<file path="config.mk">
export PLATFORM = sky130hd
export DESIGN_NAME = latch_window_ctrl
export DESIGN_NICKNAME = d
export VERILOG_FILES = /design/src/rtl/latch_window_ctrl.sv
export SDC_FILE = /design/constraint.sdc
export NUM_CORES = 1
export LEC_CHECK = 0
export BUFFER_PORTS_ARGS = -buffer_cell sky130_fd_sc_hd__buf_4
export CAP_MARGIN = 40
export CORE_AREA = 4 4 49 51
export CTS_CLUSTER_SIZE = 30
export DETAILED_ROUTE_END_ITERATION = 10
export DIE_AREA = 0 0 53 55
export GPL_TIMING_DRIVEN = 1
export HOLD_SLACK_MARGIN = 0.06
export PLACE_DENSITY = 0.69
export SLEW_MARGIN = 5
export SYNTH_ARGS = -nofsm -noshare
export SYNTH_HDL_FRONTEND = slang
export SYNTH_SLANG_ARGS = --single-unit
</file>
<file path="constraint.sdc">
create_clock -name C -period 1.3 [get_ports C]
set_input_delay 0.065 -clock C [delete_from_list [all_inputs] [get_ports C]]
set_output_delay 0.065 -clock C [all_outputs]
set_load 0.05 [all_outputs]
</file>
<file path="src/rtl/latch_window_ctrl.sv">
`default_nettype none
// ============================================================================
// latch_window_ctrl : sequences setup / gate-open / hold windows and a
//                     one-cycle clear pulse for a downstream LATCHR bank.
// Revision 1.0
// ============================================================================
module latch_window_ctrl #(
    parameter int DATA_WIDTH = 8,
    parameter int SETUP_CYC  = 1,   // 0..15
    parameter int OPEN_CYC   = 2,   // 1..15
    parameter int HOLD_CYC   = 1    // 0..15
) (
    input  logic                  C,
    input  logic                  R,
    input  logic [DATA_WIDTH-1:0] DIN,
    input  logic                  DIN_VALID,
    output logic                  DIN_READY,
    input  logic                  CLR_REQ,
    output logic [DATA_WIDTH-1:0] LD,
    output logic                  LG,
    output logic                  LR,
    output logic                  BUSY
);

    localparam logic [3:0] SETUP_LD  = 4'(SETUP_CYC);
    localparam logic [3:0] OPEN_LD   = 4'(OPEN_CYC);
    localparam logic [3:0] HOLD_LD   = 4'(HOLD_CYC);
    localparam bit         HAS_SETUP = (SETUP_CYC != 0);
    localparam bit         HAS_HOLD  = (HOLD_CYC != 0);

    typedef enum logic [2:0] {
        S_IDLE  = 3'd0,
        S_SETUP = 3'd1,
        S_OPEN  = 3'd2,
        S_HOLD  = 3'd3,
        S_CLR   = 3'd4
    } state_t;

    state_t                state_q, state_d;
    logic [3:0]            cnt_q, cnt_d;
    logic [DATA_WIDTH-1:0] ld_q, ld_d;
    logic                  lg_q, lg_d;
    logic                  lr_q, lr_d;
    logic                  busy_q, busy_d;
    logic                  rel_q;
    logic                  w_idle_ok;
    logic                  w_accept;
    logic                  w_clear;

    // lr_q stays high through reset release, so it also gates new work
    assign w_idle_ok = (state_q == S_IDLE) && !lr_q;
    assign DIN_READY = w_idle_ok && !CLR_REQ;
    assign w_accept  = DIN_READY && DIN_VALID;
    assign w_clear   = w_idle_ok && CLR_REQ;

    always_comb begin
        state_d = state_q;
        cnt_d   = cnt_q;
        ld_d    = ld_q;
        case (state_q)
            S_IDLE: begin
                cnt_d = 4'd0;
                if (w_clear) begin
                    state_d = S_CLR;
                    ld_d    = '0;
                end else if (w_accept) begin
                    ld_d = DIN;
                    if (HAS_SETUP) begin
                        state_d = S_SETUP;
                        cnt_d   = SETUP_LD;
                    end else begin
                        state_d = S_OPEN;
                        cnt_d   = OPEN_LD;
                    end
                end
            end
            S_SETUP: begin
                if (cnt_q == 4'd1) begin
                    state_d = S_OPEN;
                    cnt_d   = OPEN_LD;
                end else begin
                    cnt_d = cnt_q - 4'd1;
                end
            end
            S_OPEN: begin
                if (cnt_q == 4'd1) begin
                    if (HAS_HOLD) begin
                        state_d = S_HOLD;
                        cnt_d   = HOLD_LD;
                    end else begin
                        state_d = S_IDLE;
                        cnt_d   = 4'd0;
                    end
                end else begin
                    cnt_d = cnt_q - 4'd1;
                end
            end
            S_HOLD: begin
                if (cnt_q == 4'd1) begin
                    state_d = S_IDLE;
                    cnt_d   = 4'd0;
                end else begin
                    cnt_d = cnt_q - 4'd1;
                end
            end
            S_CLR: begin
                state_d = S_IDLE;
                cnt_d   = 4'd0;
            end
            default: begin
                state_d = S_IDLE;
                cnt_d   = 4'd0;
            end
        endcase

        // Outputs are decoded from the next state and registered, so the
        // latch gate and reset never see a combinational glitch.
        lg_d   = (state_d == S_OPEN);
        busy_d = (state_d != S_IDLE);
        lr_d   = !rel_q || (state_d == S_CLR);
    end

    always_ff @(posedge C or negedge R) begin
        if (!R) begin
            state_q <= S_IDLE;
            cnt_q   <= 4'd0;
            ld_q    <= '0;
            lg_q    <= 1'b0;
            lr_q    <= 1'b1;
            busy_q  <= 1'b0;
            rel_q   <= 1'b0;
        end else begin
            state_q <= state_d;
            cnt_q   <= cnt_d;
            ld_q    <= ld_d;
            lg_q    <= lg_d;
            lr_q    <= lr_d;
            busy_q  <= busy_d;
            rel_q   <= 1'b1;
        end
    end

    assign LD   = ld_q;
    assign LG   = lg_q;
    assign LR   = lr_q;
    assign BUSY = busy_q;

endmodule

`default_nettype wire
</file>
### Word level (Yosys, flattened, before mapping)

Index checks and enable logic that the tools add are counted.

| storage, ports and cells | value |
|---|---|
| output and inout port bits | 12 |
| word-level logic and storage cells | 40 |
| bits in registers | 19 |
| bits of input ports | 12 |

| cells by class | value |
|---|---|
| eq/ne operators | 6 |
| reduce and logical (&&, ||, !) cells | 12 |
| muxes and demuxes | 14 |
| add/sub/neg operators | 1 |

Operators with widths:

| kind | count |
|---|---|
| two-way mux 8 bit | 2 |
| one-hot mux 4 bit (4 select lines) | 1 |
| two-way mux 3 bit | 5 |
| two-way mux 4 bit | 3 |
| one-hot mux 3 bit (4 select lines) | 1 |
| equality test 3 x 2 -> 1 bit, second input constant | 3 |
| equality test 4 x 1 -> 1 bit, second input constant | 1 |
| logical AND 1 bit | 4 |
| subtractor 4 x 1 -> 4 bit, second input constant | 1 |
| equality test 3 x 1 -> 1 bit, second input constant | 1 |
| equality test 3 bit, second input constant | 1 |
| logical NOT 1 bit | 3 |
| logical NOT 3 bit | 1 |
| nonzero test 3 bit | 1 |
| two-way mux 1 bit | 2 |
| AND reduction 2 bit | 1 |
| nonzero test 2 bit | 1 |
| logical OR 1 bit | 1 |

### Logic depth before layout (Yosys ltp)

| depth | value |
|---|---|
| depth after elaboration | 9 |
| gate-level depth with buffers | 5 |
| depth with buffers taken out | 5 |

### Least setup slack after synthesis

OpenSTA, ideal clock, no wires.

| timing | value |
|---|---|
| path kind | register to output |
| from | register state_q[1] |
| to | output port DIN_READY |
| buffers on the path | 0 |
| data arrival time | 1.525 ns |
| path slack | -0.290 ns |
| required time | 1.235 ns |
| cell stages (with the launch flop) | 3 |
| path through | dfrtp_1 nor4_4 nor2b_1 |

| on the way | value |
|---|---|
| longest elaborated chain between the ends | 3 |

RTL lines:

| what | line | RTL |
|---|---|---|
| start: declaration | 39 | `state_t state_q, state_d;` |
| start signal: assignment | 133 | `state_q <= state_d;` |
| logical NOT 3 bit | 51 | `assign w_idle_ok = (state_q == S_IDLE) && !lr_q;` |
| logical AND 1 bit | 51 |  |
| logical AND 1 bit | 52 | `assign DIN_READY = w_idle_ok && !CLR_REQ;` |
| end: declaration | 17 | `output logic DIN_READY,` |

Every way passes these cells.

### Final worst setup path

| timing | value |
|---|---|
| from | register cnt_q[1] |
| to | register state_q[0] |

| on the way | value |
|---|---|
| longest elaborated chain between the ends | 3 |
| elaborated cells between the ends (all ways) | 5 |
| classes of those cells | 1 x eq/ne; 4 x mux |

RTL lines:

| what | line | RTL |
|---|---|---|
| start: declaration | 40 | `logic [3:0] cnt_q, cnt_d;` |
| start signal: assignment | 134 | `cnt_q <= cnt_d;` |
| equality test 4 x 1 -> 1 bit * | 78, 86, 99 |  |
| two-way mux 3 bit (on tied branches) | 99, 78, 86 |  |
| one-hot mux 3 bit (4 select lines) * | 60 | `case (state_q)` |
| via state_d[0] | 39 |  |

The timed path passes the listed nets; every way through them passes the cells marked *.
A chain may end at the register's enable or synchronous reset.

==> report_table.html <==
<table>
<tr><th>Metric</th><th>Value</th></tr>
<tr><th colspan="2">Outcome</th></tr>
<tr><td>Status</td><td>finished with violations</td></tr>
<tr><td>Violations in the final reports</td><td>setup timing</td></tr>
<tr><th colspan="2">GRT</th></tr>
<tr><td>First-pass GRT wire length</td><td>3100 um</td></tr>
<tr><td>Overall global routing resource usage</td><td>0.151</td></tr>
<tr><td>Maximum number of pins on one net before global-route repair</td><td>20</td></tr>
<tr><td>Antenna violations before repair</td><td>0</td></tr>
<tr><td>Vias in the first global route</td><td>673</td></tr>
<tr><td>Sum of overflow across all layers after global routing</td><td>0</td></tr>
<tr><th colspan="2">Run</th></tr>
<tr><td>MaxCap Viol Count</td><td>0</td></tr>
<tr><th colspan="2">Detailed routing</th></tr>
<tr><td>Average vias per placed instance</td><td>5.03</td></tr>
<tr><td>Total wirelength of the detailed-routed design</td><td>2210 um</td></tr>
<tr><td>Remaining number of nets flagged by the antenna check after routing</td><td>0</td></tr>
<tr><td>Initial DRC count</td><td>19</td></tr>
<tr><td>Final routed DRC violation total</td><td>0</td></tr>
<tr><td>Detailed-route wire length per cell</td><td>16.3 um</td></tr>
<tr><td>Pre-Repair DR Iteration Count</td><td>4</td></tr>
<tr><td>Vias</td><td>679</td></tr>
<tr><th colspan="2">Synth</th></tr>
<tr><td>Post-synth design cell area</td><td>816 um^2</td></tr>
<tr><td>FFs w/ async S/R, synth</td><td>1.00</td></tr>
<tr><td>Synth top area share</td><td>0.552</td></tr>
<tr><td>Most used DFF post-synth</td><td>dfrtp_1</td></tr>
<tr><td>Post-synthesis area per instance</td><td>13.4 um^2</td></tr>
<tr><td>Area contributors post-synth</td><td>dfrtp_1, a22o_2, dfstp_2</td></tr>
<tr><td>Sequential element share of the synthesized area</td><td>0.584</td></tr>
<tr><td>Flop and latch count out of synthesis</td><td>19</td></tr>
<tr><td>Number of cells produced by synthesis</td><td>61</td></tr>
<tr><td>Net count after synthesis</td><td>75</td></tr>
<tr><td>Cell type with the largest total area after synthesis</td><td>dfrtp_1</td></tr>
<tr><td>Number of synthesis warnings</td><td>0</td></tr>
<tr><td>Count of distinct cell types in the synthesized netlist</td><td>27</td></tr>
<tr><td>Post-synth EDFFs</td><td>0</td></tr>
<tr><th colspan="2">Final layout</th></tr>
<tr><td>NumNets Final</td><td>123</td></tr>
<tr><td>Filler instances</td><td>160</td></tr>
<tr><td>Layout overhead on the synthesized area</td><td>56.7%</td></tr>
<tr><td>Final Instance Count excl. Fillers</td><td>135</td></tr>
<tr><td>Register cell area after layout</td><td>477 um^2</td></tr>
<tr><td>Final core utilization</td><td>0.659</td></tr>
<tr><td>Post-route cell area</td><td>0.00128 mm^2</td></tr>
<tr><td>Share of layout cells above drive strength 1</td><td>0.528</td></tr>
<tr><td>Number of diodes</td><td>0</td></tr>
<tr><td>Multi-input combinational cell area</td><td>374 um^2</td></tr>
<tr><th colspan="2">Worst hold path</th></tr>
<tr><td>Classification of the worst-slack hold path</td><td>input pin to flip-flop</td></tr>
<tr><td>Depth of the worst hold-timing path</td><td>3</td></tr>
<tr><th colspan="2">STA</th></tr>
<tr><td>Post-route worst setup slack</td><td>-129 ps</td></tr>
<tr><td>Final critical-path share of the clock period</td><td>1.10</td></tr>
<tr><td>Final hold violation count</td><td>0</td></tr>
<tr><td>Clock Skew</td><td>7.81 ps</td></tr>
<tr><td>Number of max-slew violations in the final report</td><td>0</td></tr>
<tr><td>Highest clock frequency the design can meet</td><td>700 MHz</td></tr>
<tr><td>Final setup violation count</td><td>13</td></tr>
<tr><td>Setup repair after global routing missed its margin</td><td>yes</td></tr>
<tr><td>Minimum period implied by the final worst setup slack</td><td>1430 ps</td></tr>
<tr><th colspan="2">Die</th></tr>
<tr><td>Die height</td><td>55 um</td></tr>
<tr><td>Initial Util</td><td>0.420</td></tr>
<tr><td>Cell row count</td><td>16</td></tr>
<tr><td>Total die area</td><td>0.00292 mm^2</td></tr>
<tr><td>Core Box Area</td><td>0.00194 mm^2</td></tr>
<tr><td>I/O pin count</td><td>24</td></tr>
<tr><td>Horizontal die dimension</td><td>53 um</td></tr>
<tr><th colspan="2">Place</th></tr>
<tr><td>Post-placement cell area</td><td>0.00110 mm^2</td></tr>
<tr><td>Final HPWL from detailed placement</td><td>1310 um</td></tr>
<tr><td># port buffers</td><td>23</td></tr>
<tr><td>Inst Count DP</td><td>118</td></tr>
<tr><td>RePlAce Congestion</td><td>0.798</td></tr>
<tr><th colspan="2">Worst setup path</th></tr>
<tr><td>Highest net fanout along the worst path</td><td>4</td></tr>
<tr><td>Signal arrival time at the worst endpoint</td><td>1650 ps</td></tr>
<tr><td>Required arrival time at the worst endpoint</td><td>1520 ps</td></tr>
<tr><td>Worst Setup Path Type</td><td>flip-flop to flip-flop</td></tr>
<tr><td>Endpoint type of the worst setup path</td><td>flip-flop</td></tr>
<tr><td>Count of cells along the worst register-to-register path</td><td>5</td></tr>
<tr><td>Startpoint types</td><td>flip-flop</td></tr>
<tr><th colspan="2">Pwr</th></tr>
<tr><td>Net switching fraction of the power</td><td>0.448</td></tr>
<tr><td>Leakage</td><td>0.617 nW</td></tr>
<tr><td>Peak supply drop</td><td>1.75 mV</td></tr>
<tr><td>Total power consumption of the routed design</td><td>2.99 mW</td></tr>
<tr><td>Clock power frac</td><td>0.098</td></tr>
<tr><td>Cell Pwr Density</td><td>2330 mW/mm^2</td></tr>
<tr><td>Part of the power in registers</td><td>0.327</td></tr>
<tr><td>Combinational share of power</td><td>0.574</td></tr>
<tr><td>Internal power consumption</td><td>1.65 mW</td></tr>
<tr><td>NetSw</td><td>1.34 mW</td></tr>
<tr><th colspan="2">Clock network</th></tr>
<tr><td>Number of buffers inserted during clock tree synthesis</td><td>3</td></tr>
<tr><td>Skew-Pair Late Insertion Delay</td><td>290 ps</td></tr>
<tr><td>Clock tree from TritonCTS</td><td>done</td></tr>
<tr><td>CTS Root Cell</td><td>clkbuf_4</td></tr>
<tr><td>Worst-path clk slew</td><td>110 ps</td></tr>
<tr><td>Maximum root-to-sink buffer count</td><td>2</td></tr>
<tr><td>H-tree depth</td><td>1</td></tr>
<tr><td>Clock sink total</td><td>19</td></tr>
</table>
[power by group through the flow]
stage | combinational, mW | sequential, mW | clock [mW]
2_1_floorplan | 0.506 | 1.47 | 0
5_1_grt | 1.80 | 0.998 | 0.334
3_5_place_dp | 1.54 | 0.969 | 0
4_1_cts | 1.60 | 0.969 | 0.304
6_report | 1.71 | 0.977 | 0.294
3_3_place_gp | 1.50 | 0.959 | 0
[through the flow]
stage / hold WS (ps) / setup slack, ps / TNS, ps
floorplan: -231 / -130 / -1090
global placement: -50.6 / -32.4 / -258
detailed placement: -49.3 / -80.4 / -542
CTS: 102 / -155 / -1360
global route: 132 / -206 / -1760
finish: 125 / -129 / -920
[final timing paths]
kind / start / end / slack [ps]
min in group asynchronous: R / LD[1] / 160
max reg2reg: cnt_q[1] / state_q[0] / -130
max in group asynchronous: R / LR / 870
min: DIN_VALID / BUSY / 130
max: cnt_q[1] / state_q[0] / -130
min reg2reg: rel_q / LR / 380
[logic make-up (layout without fill, tap and decap cells)]
logic type                 count (synthesis)  count (layout)  share of synthesized area
AOI/OAI and AO/OA                         16              16                      0.164
xor gates and xnor gates                   3               3                     0.0322
adders and majority gates                  2               2                     0.0307
buffers and inverters                      4              50                     0.0276
DFF                                       19              19                      0.584
muxes                                      1               1                     0.0138
other                                      1               1                    0.00460
and+or+nand+nor                           15              16                      0.143
[synthesized netlist by cell type, types with 2 or more instances]
cell and n:
a22o_2 7, ha_1 2, xnor2_1 2, dfrtp_1 18
inv_1 3, o21bai_1 3, o21ai_0 2, nor3_1 4
nand2b_1 2
[sequential cells by signal, indices dropped and copies added, names as in the netlist]
| signal | count |
|---|---|
| LD | 8 |
| cnt_q | 4 |
| state_q | 3 |
| BUSY | 1 |
| LG | 1 |
| LR | 1 |
| rel_q | 1 |
[metal layers]
layer / global-route usage / up-vias / wire length (um)
li1: - / 317 / -
met1: 0.188 / 336 / 879
met2: 0.254 / 22 / 1220
met3: 0.0241 / 4 / 70
met4: 0.0766 / 0 / 36
met5: 0 / - / 0
[worst max-delay path, stage by stage (launching register included)]
cell	delay [ps]
dfrtp_1	420
inv_2	100
ha_4	140
nor3b_4	260
mux2_4	330
o21bai_1	120
[cell usage in the layout, fill, tap and decap left out, types with 2 or more instances in the layout]
cell type,instances
buf_6,2
and3b_2,2
inv_1,2
xnor2_1,2
nor3_1,3
dfrtp_1,18
dlygate4sd3_1,10
o21bai_1,3
a22o_2,7
clkbuf_4,3
buf_4,31
[timing repair]
action	CTS	global route
resized for setup	4	8
buffers inserted	1	2
gates cloned	0	1
setup endpoints to repair	13	14
endpoints found under the hold margin	28	0
pin swaps	1	7
hold buffers	10	0
[area by class of cell]
class,instances,area share
Sequential cell,19,0.373
Multi-Input combinational cell,39,0.293
Timing Repair Buffer,43,0.278
Tap cell,27,0.0264
Clock buffer,3,0.0176
Inverter,3,0.00881
Clock inverter,1,0.00391
(Power assumes the default switching activity.)
